**src/rtl/riscv_boot_pkg.sv**
```systemverilog
// Shared definitions for the IMEM boot loader.
//   state_e        : loader FSM states (3-bit encoding)
//   BYTES_PER_WORD : stream bytes packed into one IMEM word
//   HDR_BYTES      : bytes in the little-endian word-count header
//   is_busy()      : true while a load is in progress (HDR_LO..WRITE)
package riscv_boot_pkg;

  typedef enum logic [2:0] {
    S_IDLE   = 3'd0,
    S_HDR_LO = 3'd1,
    S_HDR_HI = 3'd2,
    S_DATA   = 3'd3,
    S_WRITE  = 3'd4,
    S_DONE   = 3'd5,
    S_ERR    = 3'd6
  } state_e;

  localparam int BYTES_PER_WORD = 4;
  localparam int HDR_BYTES      = 2;

  function automatic logic is_busy(input state_e s);
    return (s == S_HDR_LO) || (s == S_HDR_HI) || (s == S_DATA) || (s == S_WRITE);
  endfunction

endpackage

```
**src/rtl/boot_word_packer.sv**
```systemverilog
// Packs a little-endian byte stream into 32-bit words.
//   clk, rst   : clock, asynchronous active-high reset
//   clr_i      : synchronous clear of byte index and word buffer
//   load_en_i  : shift byte_i into the word on this edge
//   byte_i     : stream byte
//   word_o     : assembled word (first byte in [7:0])
//   full_o     : the next loaded byte completes the word
module boot_word_packer
  import riscv_boot_pkg::*;
(
  input  logic        clk,
  input  logic        rst,
  input  logic        clr_i,
  input  logic        load_en_i,
  input  logic [7:0]  byte_i,
  output logic [31:0] word_o,
  output logic        full_o
);

  localparam logic [1:0] LAST_LANE = 2'(BYTES_PER_WORD - 1);

  logic [1:0]  bidx_q;
  logic [31:0] word_q;

  // Byte index and shift-in buffer; shifting right places the first byte in [7:0] after four loads.
  always_ff @(posedge clk or posedge rst) begin
    if (rst) begin
      bidx_q <= 2'd0;
      word_q <= 32'd0;
    end else if (clr_i) begin
      bidx_q <= 2'd0;
      word_q <= 32'd0;
    end else if (load_en_i) begin
      bidx_q <= bidx_q + 2'd1;
      word_q <= {byte_i, word_q[31:8]};
    end
  end

  assign word_o = word_q;
  assign full_o = (bidx_q == LAST_LANE);

endmodule

```
**src/rtl/imem_boot_loader.sv**
```systemverilog
// Byte-stream program loader feeding the core's IMEM write port.
// Frame: CNT_LO, CNT_HI (word count N), then 4*N little-endian word bytes.
//   clk, rst     : clock, asynchronous active-high reset
//   restart      : synchronous abort; returns to header wait, clears enb/load_err/words_loaded
//   in_data/in_valid/in_ready : byte stream handshake
//   inst_wen/inst_addr/inst_data : one-cycle IMEM write per assembled word
//   enb          : core enable, high once a load completes
//   load_err     : header count exceeded DEPTH
//   busy         : load in progress
//   words_loaded : words written since the last header
module imem_boot_loader
  import riscv_boot_pkg::*;
#(
  parameter int ADDR_W = 7,
  parameter int DEPTH  = 128
) (
  input  logic              clk,
  input  logic              rst,
  input  logic              restart,
  input  logic [7:0]        in_data,
  input  logic              in_valid,
  output logic              in_ready,
  output logic              inst_wen,
  output logic [ADDR_W-1:0] inst_addr,
  output logic [31:0]       inst_data,
  output logic              enb,
  output logic              load_err,
  output logic              busy,
  output logic [ADDR_W:0]   words_loaded
);

  localparam int               CNT_W   = 8 * HDR_BYTES;
  localparam logic [CNT_W-1:0] DEPTH_C = CNT_W'(DEPTH);
  localparam logic [CNT_W-1:0] ONE_C   = CNT_W'(1);

  state_e             state_q;
  logic [7:0]         n_lo_q;
  logic [CNT_W-1:0]   n_q;
  logic [ADDR_W:0]    widx_q;

  logic               accept_s;
  logic [CNT_W-1:0]   n_hdr_s;
  logic [CNT_W-1:0]   widx_next_s;
  logic               pk_clr_s;
  logic               pk_load_s;
  logic               pk_full_s;
  logic [31:0]        pk_word_s;

  // in_ready is a pure decode of the state register, gated only by restart.
  assign in_ready    = ((state_q == S_HDR_LO) || (state_q == S_HDR_HI) || (state_q == S_DATA)) && !restart;
  assign accept_s    = in_valid && in_ready;
  assign n_hdr_s     = {in_data, n_lo_q};
  assign widx_next_s = CNT_W'(widx_q) + ONE_C;

  // A fresh header (or an abort) discards any partial word.
  assign pk_clr_s  = restart || ((state_q == S_HDR_HI) && accept_s);
  assign pk_load_s = (state_q == S_DATA) && accept_s;

  boot_word_packer u_packer (
    .clk       (clk),
    .rst       (rst),
    .clr_i     (pk_clr_s),
    .load_en_i (pk_load_s),
    .byte_i    (in_data),
    .word_o    (pk_word_s),
    .full_o    (pk_full_s)
  );

  // Loader FSM, header count and word counter.
  always_ff @(posedge clk or posedge rst) begin
    if (rst) begin
      state_q <= S_IDLE;
      n_lo_q  <= 8'd0;
      n_q     <= '0;
      widx_q  <= '0;
    end else if (restart) begin
      state_q <= S_HDR_LO;
      widx_q  <= '0;
    end else begin
      case (state_q)
        S_IDLE: state_q <= S_HDR_LO;
        S_HDR_LO: begin
          if (accept_s) begin
            n_lo_q  <= in_data;
            state_q <= S_HDR_HI;
          end
        end
        S_HDR_HI: begin
          if (accept_s) begin
            n_q    <= n_hdr_s;
            widx_q <= '0;
            if (n_hdr_s == '0)          state_q <= S_DONE;
            else if (n_hdr_s > DEPTH_C) state_q <= S_ERR;
            else                        state_q <= S_DATA;
          end
        end
        S_DATA: begin
          if (accept_s && pk_full_s) state_q <= S_WRITE;
        end
        S_WRITE: begin
          widx_q <= widx_q + 1'b1;
          if (widx_next_s == n_q) state_q <= S_DONE;
          else                    state_q <= S_DATA;
        end
        S_DONE:  state_q <= S_DONE;
        S_ERR:   state_q <= S_ERR;
        default: state_q <= S_IDLE;
      endcase
    end
  end

  // Write port is zeroed outside WRITE; restart suppresses a pending strobe.
  assign inst_wen     = (state_q == S_WRITE) && !restart;
  assign inst_addr    = (state_q == S_WRITE) ? widx_q[ADDR_W-1:0] : '0;
  assign inst_data    = (state_q == S_WRITE) ? pk_word_s : 32'd0;
  assign enb          = (state_q == S_DONE);
  assign load_err     = (state_q == S_ERR);
  assign busy         = is_busy(state_q);
  assign words_loaded = widx_q;

endmodule

```
**config.mk**
```make
export PLATFORM = sky130hd
export DESIGN_NAME = imem_boot_loader
export DESIGN_NICKNAME = d
export VERILOG_FILES = /design/src/rtl/riscv_boot_pkg.sv /design/src/rtl/boot_word_packer.sv /design/src/rtl/imem_boot_loader.sv
export SDC_FILE = /design/constraint.sdc
export NUM_CORES = 1
export LEC_CHECK = 0
export CAP_MARGIN = 25
export CORE_MARGIN = 5
export CORE_UTILIZATION = 53
export CTS_CLUSTER_SIZE = 14
export DETAILED_ROUTE_END_ITERATION = 10
export PLACE_DENSITY = 0.76
export SLEW_MARGIN = 20
export SYNTH_ARGS = -nofsm -noshare
export SYNTH_HDL_FRONTEND = slang
export SYNTH_SLANG_ARGS = --single-unit
```
**constraint.sdc**
```tcl
create_clock -name clk -period 2.8 [get_ports clk]
set_input_delay 0.7 -clock clk [delete_from_list [all_inputs] [get_ports clk]]
set_output_delay 0.7 -clock clk [all_outputs]
set_load 0.02 [all_outputs]
```
Yosys cells after proc, flatten, opt, wreduce, memory -nomap -nowiden
Cells that the tools add are included.
{"block": "totals", "reg_bits": 69, "inputBits": 12, "output_inout_bits": 52}
{"block": "op_classes", "n_addsub": 3, "order_cmp": 1, "n_eq_ne": 11, "muxes": 17, "bitwise_logic": 1, "reduce_logical": 19}
{"operator": "$mux W32", "count": 3}
{"operator": "$mux W3", "count": 7}
{"operator": "$pmux W3 S7", "count": 1}
{"operator": "$eq A9 B16 Y1", "count": 1}
{"operator": "$gt A16 B8 Y1 const B", "count": 1}
{"operator": "$logic_not A16 Y1", "count": 1}
{"operator": "$mux W8", "count": 2}
{"operator": "$pmux W8 S2", "count": 1}
{"operator": "$add A8 B1 Y9 const B", "count": 1}
{"operator": "$eq A3 B3 Y1 const B", "count": 3}
{"operator": "$reduce_and A3 Y1", "count": 3}
{"operator": "$add A8 B1 Y8 const B", "count": 1}
{"operator": "$mux W7", "count": 1}
{"operator": "$eq A3 B2 Y1 const B", "count": 2}
{"operator": "$logic_and A1 B1 Y1", "count": 6}
{"operator": "$ne A3 B3 Y1 const B", "count": 2}
{"operator": "$logic_or A1 B1 Y1", "count": 4}
{"operator": "$mux W2", "count": 2}
{"operator": "$eq A3 B1 Y1 const B", "count": 1}
{"operator": "$logic_not A3 Y1", "count": 1}
{"operator": "$ne A3 B2 Y1 const B", "count": 1}
{"operator": "$reduce_bool A3 Y1", "count": 1}
{"operator": "$add A2 B1 Y2 const B", "count": 1}
{"operator": "$eq A2 B2 Y1 const B", "count": 1}
{"operator": "other kinds (4)", "count": 4}

Logic depth before layout (Yosys ltp)
{"block": "depth", "ltp_word": 9, "ltp_mapped": 7}

Hierarchy
From an unflattened synthesis, not the netlist that was laid out.
{"block": "unflattened", "cells_unflattened": 353, "area_unflattened_um2": 3738.6}
{"mod": "imem_boot_loader", "n_inst": 1, "cells_per_inst": 241, "area_per_inst_um2": 2316.0, "seq_area_each_um2": 875.8}
{"mod": "boot_word_packer", "n_inst": 1, "cells_per_inst": 112, "area_per_inst_um2": 1422.6, "seq_area_each_um2": 850.8}

Least setup slack after synthesis
No wires, ideal clock.
{"block": "synth_timing", "path_type": "input to output", "from": "in restart", "to": "out in_ready", "arrival_time_ns": 1.508, "required_time_ns": 2.100, "slack_ns": 0.592, "cell_stages": 3, "cell_sequence": "buf_6 clkbuf_1 nor3_1"}
{"block": "synth_between", "elab_chain_len": 2}
{"item": "start: declaration", "line_no": "imem_boot_loader.sv:19", "text": "input logic restart,"}
{"item": "$logic_not A1 Y1", "line_no": "imem_boot_loader.sv:50", "text": "assign in_ready = ((state_q == S_HDR_LO) || (state_q == S_HDR_HI) || (state_q == S_DATA)) && !restart;"}
{"item": "$logic_and A1 B1 Y1", "line_no": "imem_boot_loader.sv:50"}
{"item": "end: declaration", "line_no": "imem_boot_loader.sv:22", "text": "output logic in_ready,"}
No other way between the ends.

Final worst setup path
{"block": "layout_timing", "from": "reg state_q[0]", "to": "out load_err"}
{"block": "layout_between", "elab_chain_len": 1}
{"item": "start: declaration", "line_no": "imem_boot_loader.sv:36", "text": "state_e state_q;"}
{"item": "start signal: assignment", "line_no": "imem_boot_loader.sv:72", "text": "state_q <= S_IDLE;"}
{"item": "start signal: assignment", "line_no": "imem_boot_loader.sv:77", "text": "state_q <= S_HDR_LO;"}
{"item": "start signal: assignment", "line_no": "imem_boot_loader.sv:81", "text": "S_IDLE: state_q <= S_HDR_LO;"}
{"item": "$eq A3 B3 Y1", "line_no": "imem_boot_loader.sv:117", "text": "assign load_err = (state_q == S_ERR);"}
{"item": "end: declaration", "line_no": "imem_boot_loader.sv:27", "text": "output logic load_err,"}
No other way between the ends.

==> impl_results.md <==
- Status: complete, no violations
- Synth top area share: 47.3%
- Grt ovf: 0
- Ports: 64
- CP max-delay cell: clkdlybuf4s50_1
- FP Rows: 30
- Worst hold path class: reg -> reg
- Number of fill cells in the layout: 551
- Placed cell count: 532
- DRT Wirelength: around 8800 µm
- Die Y-Extent: approximately 93 µm
- Synthesis Warnings: 0
- RSZ-0062 raised after global routing: false
- First-pass GRT wire length: approximately 15000 µm
- Post-synth ARST share: 100%
- Final setup fails: 0
- Final Non-Filler Cells: 548
- Register bit total from synthesis: 69
- Avg Cell Area, Syn: 9.05 µm²
- Peak Freq: 373 MHz
- Slew Limit Fails: 0
- CP bufs+invs: 2
- Clk sinks: 69
- Post-DP HPWL: 6120 µm
- Largest net degree at the start of global routing: 70
- Hold Slack: 0.512 ns
- Area grow syn2layout: 27.2%
- Reg clk slew, reported paths: ~0.08 ns
- Via-to-Cell Ratio: 5.68
- Die area: ~8600 µm²
- Fin nets: roughly 480
- DR iter-0 viols: roughly 290
- All-Layer GR Usage: 21.6%
- Synth top area cells: dfrtp_1 47%, nand2_1 8.2%, mux2_2 7.4%, and3_1 6.9%, a21oi_1 6.3%
- Antenna diodes: 0
- Vias in the first global route: 2861
- Lkg Pwr: 2.08 nW
- Most used flip-flop cell after synthesis: dfrtp_1
- Fin. Hold Viols: 0
- Layout cells sized above 1: between 10 and 15%
- Post-Syn Area: 3650 µm²
- Worst EP arrival: slightly below 2 ns
- Worst R2R Path Depth: 6
- Power Dens Cells: between 500 and 600 nW/µm²
- Slew @ Worst Pin: 0.407 ns
- Initial antenna violation count: 0
- CTS hold repair buffers: 0
- Worst R2R Setup Slack: 0.63 ns
- Hold Crit Depth: 1
- Crit-path max FO: 11
- Synth Instances: 403
- Routability cong.: ~0.83
- Max incr delay on CP: between 0.6 and 0.7 ns
- Design Power: 0.00246 W
- Critical path, cell by cell: buf_4 > nor2b_1 > and2_1 > clkdlybuf4s50_1
- Fin crit share: 95.7%
- Area leader, netlist: dfrtp_1
- Syn_nets: 417
- Postcts setup bufs: 0
- Port bufs: between 60 and 70
- Total of max-cap violations: 0
- Rel. slew slack: 72.9%
- Post-synth EDFFs: 0
- CP required: between 2 and 2.5 ns
- Avg WL per Cell: 16.0 µm
- Clock Skews: between 0.009 and 0.01 ns
- Worst Setup End Kind: output pin
- Die width: 93.0 µm
- Critical path's top delay family: buffers and inverters
- Register area share after synthesis: 47.3%
- # DRC: 0
- Min Tclk post-route: 2.68 ns
- Htree depth: 3
- Yosys cell types: 42
- TritonCTS buffer count: 9
- Number of routed nets with antenna violations: 0
- Peak VDD IR: 0.534 mV
- CP Depth: 4
- Critical path type: reg -> out
- TritonCTS clock tree: done
- Area of the core: 6760 µm²
- Drt first pass iters: 4
- Max clock buf depth: 2
- Worst Setup Start Kind: register
- Starting density of the core: 54.0%
- Vias: between 3000 and 4000
- Clk Latency, worst-skew pair: 0.35 ns
- CTS Root Buffer Type: clkbuf_8
-- layer usage --
layer / GRT usage, % / vias up / wire, µm / part of all wire, %
met5: 0 / - / 0 / 0
met4: 8.42 / 0 / 170 / 1.9
met3: 4.63 / 12 / 431 / 4.9
met2: 31.9 / 92 / 4060 / 46
met1: 31.0 / 1481 / 4120 / 47
li1: - / 1526 / - / -
-- area by class of cell --
class / count / area (µm²) / share of cell area [%]
Clock buffer: 10 / 138 / 2.97
Clock inverter: 6 / 62.6 / 1.35
Inverter: 5 / 18.8 / 0.405
Multi-Input combinational cell: 296 / 1770 / 38.1
Sequential cell: 69 / 1730 / 37.2
Tap cell: 80 / 100 / 2.16
Timing Repair Buffer: 82 / 828 / 17.9
-- cell usage in the layout (no fill, tap or decap), drive strengths merged, types with 5 or more instances in the layout --
| cell | count |
|---|---|
| and3 | 40 |
| clkinv | 5 |
| clkdlybuf4s50 | 61 |
| nand2 | 80 |
| mux2 | 24 |
| a21oi | 46 |
| inv | 5 |
| o21ai | 8 |
| clkbuf | 10 |
| xnor2 | 9 |
| or4 | 5 |
| nor2 | 16 |
| nor3 | 5 |
| buf | 19 |
| dfrtp | 69 |
| nand3 | 13 |
-- cells by family (layout without fill, tap and decap cells) --
logic type	Yosys count	count (layout)	synth area share [%]
adder cells (fa/ha/maj)	2	2	0.686
AO/OA/AOI/OAI	72	72	11.2
buffers and inverters	38	103	4.32
AND/OR/NAND/NOR	186	186	26.2
multiplexers	24	24	7.41
flip-flops	69	69	47.3
XOR/XNOR	12	12	2.88
-- repair_timing --
action / 4_1_cts / 5_1_grt
endpoints found under the hold margin: 0 / 0
gates cloned: 0 / 0
endpoints found under the setup margin: 1 / 2
resized for setup: 1 / 2
-- state kept, by name, indices dropped and copies added (netlist names) --
register and flops:
n_lo_q 8, u_packer.word_o 32, n_q 16, state_q 3
words_loaded 8, u_packer.bidx_q 2
-- metrics by stage --
step	utilization [%]	setup TNS [ns]	setup WS (ns)	instance area, µm²
2_1_floorplan	-	0	0.360	3650
3_3_place_gp	65.6	-0.0170	-0.0170	4430
3_5_place_dp	65.6	-0.0189	-0.0189	4430
4_1_cts	68.6	0	0.0130	4630
5_1_grt	68.7	0	0.0325	4640
6_report	68.7	0	0.121	4640
-- final timing paths --
kind / start / end
setup / recovery: state_q[0]$_DFFE_PP0P_ / load_err
hold / removal: n_q[9]$_DFFE_PP0P_ / n_q[9]$_DFFE_PP0P_
setup reg to reg: words_loaded[0]$_DFFE_PP0P_ / state_q[2]$_DFFE_PP0P_
hold reg to reg: n_q[9]$_DFFE_PP0P_ / n_q[9]$_DFFE_PP0P_
max in group asynchronous: rst / u_packer.word_o[0]$_DFFE_PP0P_
min in group asynchronous: rst / u_packer.word_o[30]$_DFFE_PP0P_
-- power breakdown --
group | internal, W | total [W] | switching (W)
Clock | 0.000434 | 0.000826 | 0.000392
Sequential | 0.00111 | 0.00121 | 0.0000922
Combinational | 0.000217 | 0.000425 | 0.000208
Total | 0.00177 | 0.00246 | 0.000693
-- Yosys cell counts, types with 2 or more instances --
master    count
and4_1        3
nor2b_1       2
o21ai_0       8
and2_1        3
xnor2_1       9
a21o_1        2
or3_1         4
or4_4         2
and3_1       40
nor3b_1       2
o31ai_1       2
nor3_1        5
a21boi_0      2
nand3_1      13
mux2_2       24
buf_2         6
ha_1          2
or4_1         3
nand2_1      80
a21oi_1      46
nor4_1        2
xor2_1        3
nand4_1       2
dfrtp_1      69
nor4b_1       2
clkbuf_1     26
a31oi_1       4
nand2b_1      4
nor2_1       16
inv_1         5
Power figures use the tool's default switching activity.
